==> config.mk <==
export PLATFORM = sky130hd
export DESIGN_NAME = water_grid_controller
export DESIGN_NICKNAME = d
export VERILOG_FILES = /design/src/rtl/water_grid_pkg.sv /design/src/rtl/water_grid_controller_zone.sv /design/src/rtl/water_grid_controller.sv
export SDC_FILE = /design/constraint.sdc
export NUM_CORES = 1
export LEC_CHECK = 0
export BUFFER_PORTS_ARGS = -buffer_cell sky130_fd_sc_hd__buf_2
export CAP_MARGIN = 20
export CORE_MARGIN = 3
export CORE_UTILIZATION = 60
export CTS_BUF_LIST = sky130_fd_sc_hd__clkbuf_16
export DETAILED_ROUTE_END_ITERATION = 8
export PLACE_DENSITY = 0.81
export SLEW_MARGIN = 20
export SYNTH_ARGS = -nofsm -noshare
export SYNTH_HDL_FRONTEND = slang
export SYNTH_SLANG_ARGS = --single-unit
==> constraint.sdc <==
create_clock -name clk -period 29 [get_ports clk]
set_input_delay 0 -clock clk [delete_from_list [all_inputs] [get_ports clk]]
set_output_delay 0 -clock clk [all_outputs]
set_load 0.005 [all_outputs]
==> src/rtl/water_grid_pkg.sv <==
// Shared types and default constants for the multi-zone water grid controller.
package water_grid_pkg;

  // Supply mode, ordered from most to least generous.
  typedef enum logic [1:0] {
    MODE_NORMAL   = 2'd0,
    MODE_CONSERVE = 2'd1,
    MODE_RATION   = 2'd2,
    MODE_DROUGHT  = 2'd3
  } supply_mode_t;

  // Treated return is served_demand * RECYCLE_NUM / 2^RECYCLE_SHIFT.
  localparam int RECYCLE_SHIFT = 4;

  // Default mode thresholds (reservoir level units).
  localparam int DEF_LOW_TH     = 600;
  localparam int DEF_CRIT_TH    = 300;
  localparam int DEF_DROUGHT_TH = 100;
  localparam int DEF_HYST       = 50;

endpackage

==> src/rtl/water_grid_controller_zone.sv <==
// One zone's saturating population counter. Add beats sub; both saturate.
module zone_population_counter
  import water_grid_pkg::*;
#(
  parameter int POP_W    = 8,
  parameter int RATE_W   = 4,
  parameter int INIT_POP = 20
) (
  input  logic              clk,
  input  logic              reset_n,
  input  logic              add,
  input  logic              sub,
  input  logic [RATE_W-1:0] rate,
  output logic [POP_W-1:0]  pop
);

  localparam int EXT_W = POP_W + 1;

  logic [POP_W-1:0] pop_q;
  logic [POP_W-1:0] pop_d;
  logic [EXT_W-1:0] sum_ext;
  logic [POP_W-1:0] rate_ext;

  // Next population: saturating increment, else saturating decrement, else hold.
  always_comb begin
    pop_d    = pop_q;
    rate_ext = POP_W'(rate);
    sum_ext  = {1'b0, pop_q} + {1'b0, rate_ext};
    if (add) begin
      pop_d = sum_ext[POP_W] ? {POP_W{1'b1}} : sum_ext[POP_W-1:0];
    end else if (sub) begin
      pop_d = (pop_q < rate_ext) ? '0 : (pop_q - rate_ext);
    end
  end

  // Population register, asynchronously reset to the starting population.
  always_ff @(posedge clk or negedge reset_n) begin
    if (!reset_n) begin
      pop_q <= POP_W'(INIT_POP);
    end else begin
      pop_q <= pop_d;
    end
  end

  assign pop = pop_q;

endmodule

==> src/rtl/water_grid_controller.sv <==
// Shared-reservoir controller: per-zone demand, all-or-nothing supply,
// recycle/rain/clamp level arithmetic and a hysteretic supply-mode FSM.
module water_grid_controller
  import water_grid_pkg::*;
#(
  parameter int N_ZONES           = 4,
  parameter int POP_W             = 8,
  parameter int RATE_W            = 4,
  parameter int COLLECT_W         = 6,
  parameter int LEVEL_W           = 11,
  parameter int MAX_LEVEL         = 1500,
  parameter int INIT_LEVEL        = 750,
  parameter int INIT_POP          = 20,
  parameter int DEMAND_PER_CAPITA = 2,
  parameter int RECYCLE_NUM       = 9,
  parameter int LOW_TH            = DEF_LOW_TH,
  parameter int CRIT_TH           = DEF_CRIT_TH,
  parameter int DROUGHT_TH        = DEF_DROUGHT_TH,
  parameter int HYST              = DEF_HYST,
  parameter int PRIORITY_ZONES    = 2
) (
  input  logic                        clk,
  input  logic                        reset_n,
  input  logic [N_ZONES-1:0]          zone_add,
  input  logic [N_ZONES-1:0]          zone_sub,
  input  logic [N_ZONES*RATE_W-1:0]   zone_rate,
  input  logic                        rain_add,
  input  logic [COLLECT_W-1:0]        water_collection_rate,
  output logic [N_ZONES*POP_W-1:0]    zone_population,
  output logic [N_ZONES-1:0]          zone_served,
  output logic [LEVEL_W-1:0]          reservoir_level,
  output logic [1:0]                  supply_mode,
  output logic                        overflow,
  output logic                        underflow,
  output logic [15:0]                 spill_count
);

  // Demand sums fit in LEVEL_W+POP_W; the level update needs one more bit
  // so that level + recycle + inflow never wraps before the clamp.
  localparam int SUM_W  = LEVEL_W + POP_W;
  localparam int NEXT_W = SUM_W + 1;
  localparam int PROD_W = NEXT_W + RECYCLE_SHIFT;

  localparam logic [LEVEL_W-1:0] MAX_LEVEL_L  = LEVEL_W'(MAX_LEVEL);
  localparam logic [LEVEL_W-1:0] INIT_LEVEL_L = LEVEL_W'(INIT_LEVEL);
  localparam logic [LEVEL_W-1:0] LOW_DN       = LEVEL_W'(LOW_TH);
  localparam logic [LEVEL_W-1:0] LOW_UP       = LEVEL_W'(LOW_TH + HYST);
  localparam logic [LEVEL_W-1:0] CRIT_DN      = LEVEL_W'(CRIT_TH);
  localparam logic [LEVEL_W-1:0] CRIT_UP      = LEVEL_W'(CRIT_TH + HYST);
  localparam logic [LEVEL_W-1:0] DROUGHT_DN   = LEVEL_W'(DROUGHT_TH);
  localparam logic [LEVEL_W-1:0] DROUGHT_UP   = LEVEL_W'(DROUGHT_TH + HYST);

  // Registered state
  supply_mode_t         mode_q,      mode_d;
  logic [LEVEL_W-1:0]   level_q,     level_d;
  logic [N_ZONES-1:0]   served_q,    served_d;
  logic                 overflow_q,  overflow_d;
  logic                 underflow_q, underflow_d;
  logic [15:0]          spill_q,     spill_d;

  // Per-zone demand and eligibility under the current (registered) mode
  logic [N_ZONES-1:0]   eligible;
  logic [SUM_W-1:0]     eff_demand [N_ZONES];

  // Reservoir arithmetic
  logic [SUM_W-1:0]     served_total;
  logic                 supply_ok;
  logic [SUM_W-1:0]     supplied_total;
  logic [PROD_W-1:0]    recycle_prod;
  logic [NEXT_W-1:0]    recycle;
  logic [NEXT_W-1:0]    inflow;
  logic [NEXT_W-1:0]    level_sum;
  logic                 clamp;

  for (genvar gi = 0; gi < N_ZONES; gi++) begin : g_zone
    localparam bit IS_PRIORITY = (gi < PRIORITY_ZONES);
    logic [SUM_W-1:0] full_demand;

    zone_population_counter #(
      .POP_W    (POP_W),
      .RATE_W   (RATE_W),
      .INIT_POP (INIT_POP)
    ) u_counter (
      .clk     (clk),
      .reset_n (reset_n),
      .add     (zone_add[gi]),
      .sub     (zone_sub[gi]),
      .rate    (zone_rate[gi*RATE_W +: RATE_W]),
      .pop     (zone_population[gi*POP_W +: POP_W])
    );

    // Demand is taken from the pre-edge population, so this edge's add/sub
    // only affects the next update.
    assign full_demand    = SUM_W'(zone_population[gi*POP_W +: POP_W]) *
                            SUM_W'(DEMAND_PER_CAPITA);
    assign eff_demand[gi] = (mode_q == MODE_CONSERVE) ? (full_demand >> 1) : full_demand;
    assign eligible[gi]   = (mode_q == MODE_NORMAL) || (mode_q == MODE_CONSERVE) ||
                            ((mode_q == MODE_RATION) && IS_PRIORITY);
  end

  // Total eligible demand and the all-or-nothing supply decision.
  always_comb begin
    served_total = '0;
    for (int i = 0; i < N_ZONES; i++) begin
      if (eligible[i]) begin
        served_total = served_total + eff_demand[i];
      end
    end
    supply_ok      = (SUM_W'(level_q) >= served_total);
    supplied_total = supply_ok ? served_total : '0;
  end

  // Level update: draw, treated return, rain (ignored when already full), clamp.
  always_comb begin
    recycle_prod = PROD_W'(supplied_total) * PROD_W'(RECYCLE_NUM);
    recycle      = NEXT_W'(recycle_prod >> RECYCLE_SHIFT);
    inflow       = '0;
    if (rain_add && (level_q < MAX_LEVEL_L)) begin
      inflow = NEXT_W'({water_collection_rate, 1'b0});
    end
    level_sum   = NEXT_W'(level_q) - NEXT_W'(supplied_total) + recycle + inflow;
    clamp       = (level_sum > NEXT_W'(MAX_LEVEL));
    level_d     = clamp ? MAX_LEVEL_L : LEVEL_W'(level_sum);
    overflow_d  = clamp;
    spill_d     = spill_q;
    if (clamp && (spill_q != 16'hFFFF)) begin
      spill_d = spill_q + 16'd1;
    end
    served_d    = supply_ok ? eligible : '0;
    underflow_d = ~supply_ok;
  end

  // Mode FSM next state: one step per edge from the pre-edge level; the
  // downward check is tested first so it wins.
  always_comb begin
    mode_d = mode_q;
    unique case (mode_q)
      MODE_NORMAL: begin
        if (level_q < LOW_DN) mode_d = MODE_CONSERVE;
      end
      MODE_CONSERVE: begin
        if (level_q < CRIT_DN)      mode_d = MODE_RATION;
        else if (level_q >= LOW_UP) mode_d = MODE_NORMAL;
      end
      MODE_RATION: begin
        if (level_q < DROUGHT_DN)    mode_d = MODE_DROUGHT;
        else if (level_q >= CRIT_UP) mode_d = MODE_CONSERVE;
      end
      MODE_DROUGHT: begin
        if (level_q >= DROUGHT_UP) mode_d = MODE_RATION;
      end
      default: mode_d = MODE_NORMAL;
    endcase
  end

  // Reservoir, status and mode registers.
  always_ff @(posedge clk or negedge reset_n) begin
    if (!reset_n) begin
      mode_q      <= MODE_NORMAL;
      level_q     <= INIT_LEVEL_L;
      served_q    <= '0;
      overflow_q  <= 1'b0;
      underflow_q <= 1'b0;
      spill_q     <= '0;
    end else begin
      mode_q      <= mode_d;
      level_q     <= level_d;
      served_q    <= served_d;
      overflow_q  <= overflow_d;
      underflow_q <= underflow_d;
      spill_q     <= spill_d;
    end
  end

  assign zone_served     = served_q;
  assign reservoir_level = level_q;
  assign supply_mode     = mode_q;
  assign overflow        = overflow_q;
  assign underflow       = underflow_q;
  assign spill_count     = spill_q;

endmodule

==> impl_table.tex <==
\begin{tabular}{lr}
\hline
Metric & Value \\
\hline
\multicolumn{2}{l}{\textbf{Status}} \\
Result of the run & finished clean \\
\multicolumn{2}{l}{\textbf{Global route}} \\
Wire length of the first global-routing pass & 34500 um \\
M2 GR Usage & 42.3\% \\
Global-route congestion overflow total & 0 \\
Met1 track demand over resource & 35.6\% \\
Overall fraction of global-route tracks in use & 25.7\% \\
Largest net degree at the start of global routing & 66 \\
Global route hottest layer & met2 \\
Vias in the first global route & 7466 \\
Routing usage on met3 & 3.86\% \\
Initial antenna violation count & 0 \\
\multicolumn{2}{l}{\textbf{Layout}} \\
Storage element area & 1650 um2 \\
Fraction of final layout cells with drive strength greater than 1 & 13.3\% \\
Area taken by multi-input logic gates & 6320 um2 \\
Fill count & 1221 \\
Total inserted antenna cells & 0 \\
Core Util, Final & 68.3\% \\
Post-route insts no fill & 1362 \\
Commonest cells after routing, fill and taps aside & nand2\_1 (128), inv\_1 (115), ha\_1 (105) \\
Total number of nets in the final design & 1344 \\
Relative area change from synthesis to final layout & 10.8\% \\
Most common cell after layout, fill and taps aside & nand2\_1 \\
\multicolumn{2}{l}{\textbf{Timing}} \\
Crit path time final & 13.30 ns \\
Actual slew at the worst max-slew pin & 0.978 ns \\
Relative slew margins & 34.3\% \\
Final setup TNS & 0 ns \\
Final setup violation count & 0 \\
Unrepaired setup endpoints after global routing & false \\
Period Utilization, post-route & 45.9\% \\
Max Transition Viols Final & 0 \\
Total count of hold-check failures in the final report & 0 \\
Setup clock skew after layout & 0.0130 ns \\
Achievable Freq & 0.0752 GHz \\
\multicolumn{2}{l}{\textbf{Routing}} \\
Drt drc & 0 \\
Via count & 7891 \\
Via density per instance & 5.79 \\
Post-DR wirelength/cell & 14.7 um \\
DR iter-0 viols & 547 \\
Detailed Routing Iterations Pass 1 & 5 \\
Antenna-violating nets left & 0 \\
Detailed Route WL & 20000 um \\
\multicolumn{2}{l}{\textbf{CTS}} \\
Number of clock buffers inserted by TritonCTS & 9 \\
Setup bufs post-CTS & 0 \\
Post-CTS sizing & 0 \\
CTS H-tree depth & 3 \\
Clock tree buffer depth & 2 \\
Clock tree from TritonCTS & done \\
CTS Root Cell & clkbuf\_16 \\
Clock-pin transition on the worst setup and hold timing paths & 0.07 ns \\
Latest clock arrival within the worst-skew pair & 0.35 ns \\
Hold buffer count at cts & 6 \\
Sink count of the clock tree & 65 \\
\multicolumn{2}{l}{\textbf{Setup path}} \\
Buf+Inv Stages, Crit Path & 8 \\
Setup crit end kind & register \\
Slowest cell on the critical path & dfrtp\_1 \\
Biggest fanout along the worst timing path & 27 \\
Delay contributed by the slowest stage of the critical path & 0.78 ns \\
Required time of the worst setup path & 29.22 ns \\
Cell family contributing the most delay on the critical path & compound AO/OA/AOI/OAI gates \\
Critical path startpoint category & register \\
Type of the worst setup path & reg -> reg \\
Data arrival time at the worst-slack endpoint & 13.52 ns \\
\multicolumn{2}{l}{\textbf{Synthesis}} \\
Count of flip-flops with a built-in enable after synthesis & 0 \\
Share of the yosys chip area belonging to registers & 19.2\% \\
Prevailing post-synth register cell & dfrtp\_1 \\
Async S/R FF share, synth & 100\% \\
Post-Synthesis Cells & 1095 \\
Mapped cell area & 8590 um2 \\
Count of yosys warnings during synthesis & 0 \\
Synthesis-stage register bit count & 65 \\
Number of distinct library cells after synthesis & 86 \\
Synthesized area per cell & 7.84 um2 \\
\multicolumn{2}{l}{\textbf{Job}} \\
Number of violations of the max-capacitance limit & 0 \\
\multicolumn{2}{l}{\textbf{Floorplanning}} \\
Initial Utilization & 61.6\% \\
Number of rows created at floorplan & 43 \\
Die area & 15800 um2 \\
I/O pin count & 100 \\
Core Region & 13900 um2 \\
Floorplan die width & 126 um \\
Die boundary height & 126 um \\
\multicolumn{2}{l}{\textbf{Place}} \\
Weighted congestion at the end of routability-driven global placement & 0.905 \\
Inst Count DP & 1340 \\
HPWL after detailed placement & 15200 um \\
Number of buffer cells added on primary ports & 99 \\
\multicolumn{2}{l}{\textbf{Worst hold path}} \\
Worst min-delay path category & in -> reg \\
\hline
\end{tabular}
==> metrics by stage <==
step           area [um2]  setup slack (ns)  hold WS, ns
6_report             9520             15.70       0.0212
5_1_grt              9520             14.74       0.0498
4_1_cts              9510             15.38       0.0109
3_5_place_dp         9150             15.63        0.223
3_3_place_gp         9150             16.09        0.220
2_1_floorplan        8600             17.61       -0.296
==> layout make-up <==
cell class,count,area share [%]
multi-input cells,875,66.4
flip-flops and latches,65,17.3
repair buffers,109,6.15
inverters,117,4.61
clock buffers,9,2.37
well taps,180,2.37
clock inverters,7,0.815
==> routing by layer <==
metal | vias up | share of wire [%]
li1 | 3969 | -
met1 | 3660 | 46
met2 | 232 | 47
met3 | 30 | 5.7
met4 | 0 | 1.6
met5 | - | 0
==> kinds of logic after synthesis <==
family | share of synthesized area [%]
AOI/OAI and AO/OA | 21.5
and+or+nand+nor | 21.0
xor gates and xnor gates | 7.13
other | 0.0875
DFF | 19.2
adders and majority gates | 22.3
muxes | 1.36
buffers and inverters | 7.46
==> path summary, 6_finish.rpt <==
check                                                  end  slack [ns]           start  depth (start not counted)
worst max-delay path                        spill_count[5]       15.70  supply_mode[0]                         57
worst min-delay path            g_zone[2].u_counter.pop[5]        0.02     zone_add[2]                          2
worst max register to register              spill_count[5]       15.70  supply_mode[0]                         57
worst min register to register              spill_count[8]        0.49  spill_count[8]                          1
max in group asynchronous                  spill_count[14]       28.05         reset_n                          3
min in group asynchronous       g_zone[3].u_counter.pop[1]        0.39         reset_n                          3
==> worst register-to-register path, delay by kind of cell (launching register included) <==
kind | cells | cell delay (ns)
AND/OR/NAND/NOR | 12 | 3.45
adder cells (fa/ha/maj) | 10 | 3.52
flip-flops | 1 | 0.78
buffers and inverters | 8 | 0.75
AO/OA/AOI/OAI | 19 | 3.62
XOR/XNOR | 8 | 1.05
==> cell usage after synthesis (all sizes together) (11+ instances only) <==
master / n / area share, %
a21o: 24 / 2.1
or2: 11 / 0.80
o21ai: 49 / 2.9
nand2b: 14 / 1.0
clkbuf: 28 / 1.2
nand3: 24 / 1.4
and2: 16 / 1.2
xor2: 38 / 3.9
dfrtp: 50 / 15
nor2: 104 / 4.5
xnor2: 31 / 3.2
ha: 105 / 15
dfstp: 15 / 4.6
nand2: 128 / 5.6
inv: 117 / 5.1
a21oi: 82 / 4.8
fa: 29 / 6.8
nor3: 28 / 1.6
buf: 13 / 1.1
==> sequential cells by signal (all words and copies together), names as in the netlist <==
signal,cells
overflow,1
zone_served,2
underflow,1
reservoir_level,11
supply_mode,2
g_zone.u_counter.pop,32
spill_count,16
Power is left out: the tool's default activity adds up to more than one toggle a clock period on the data nets, which glitch-free logic cannot reach.
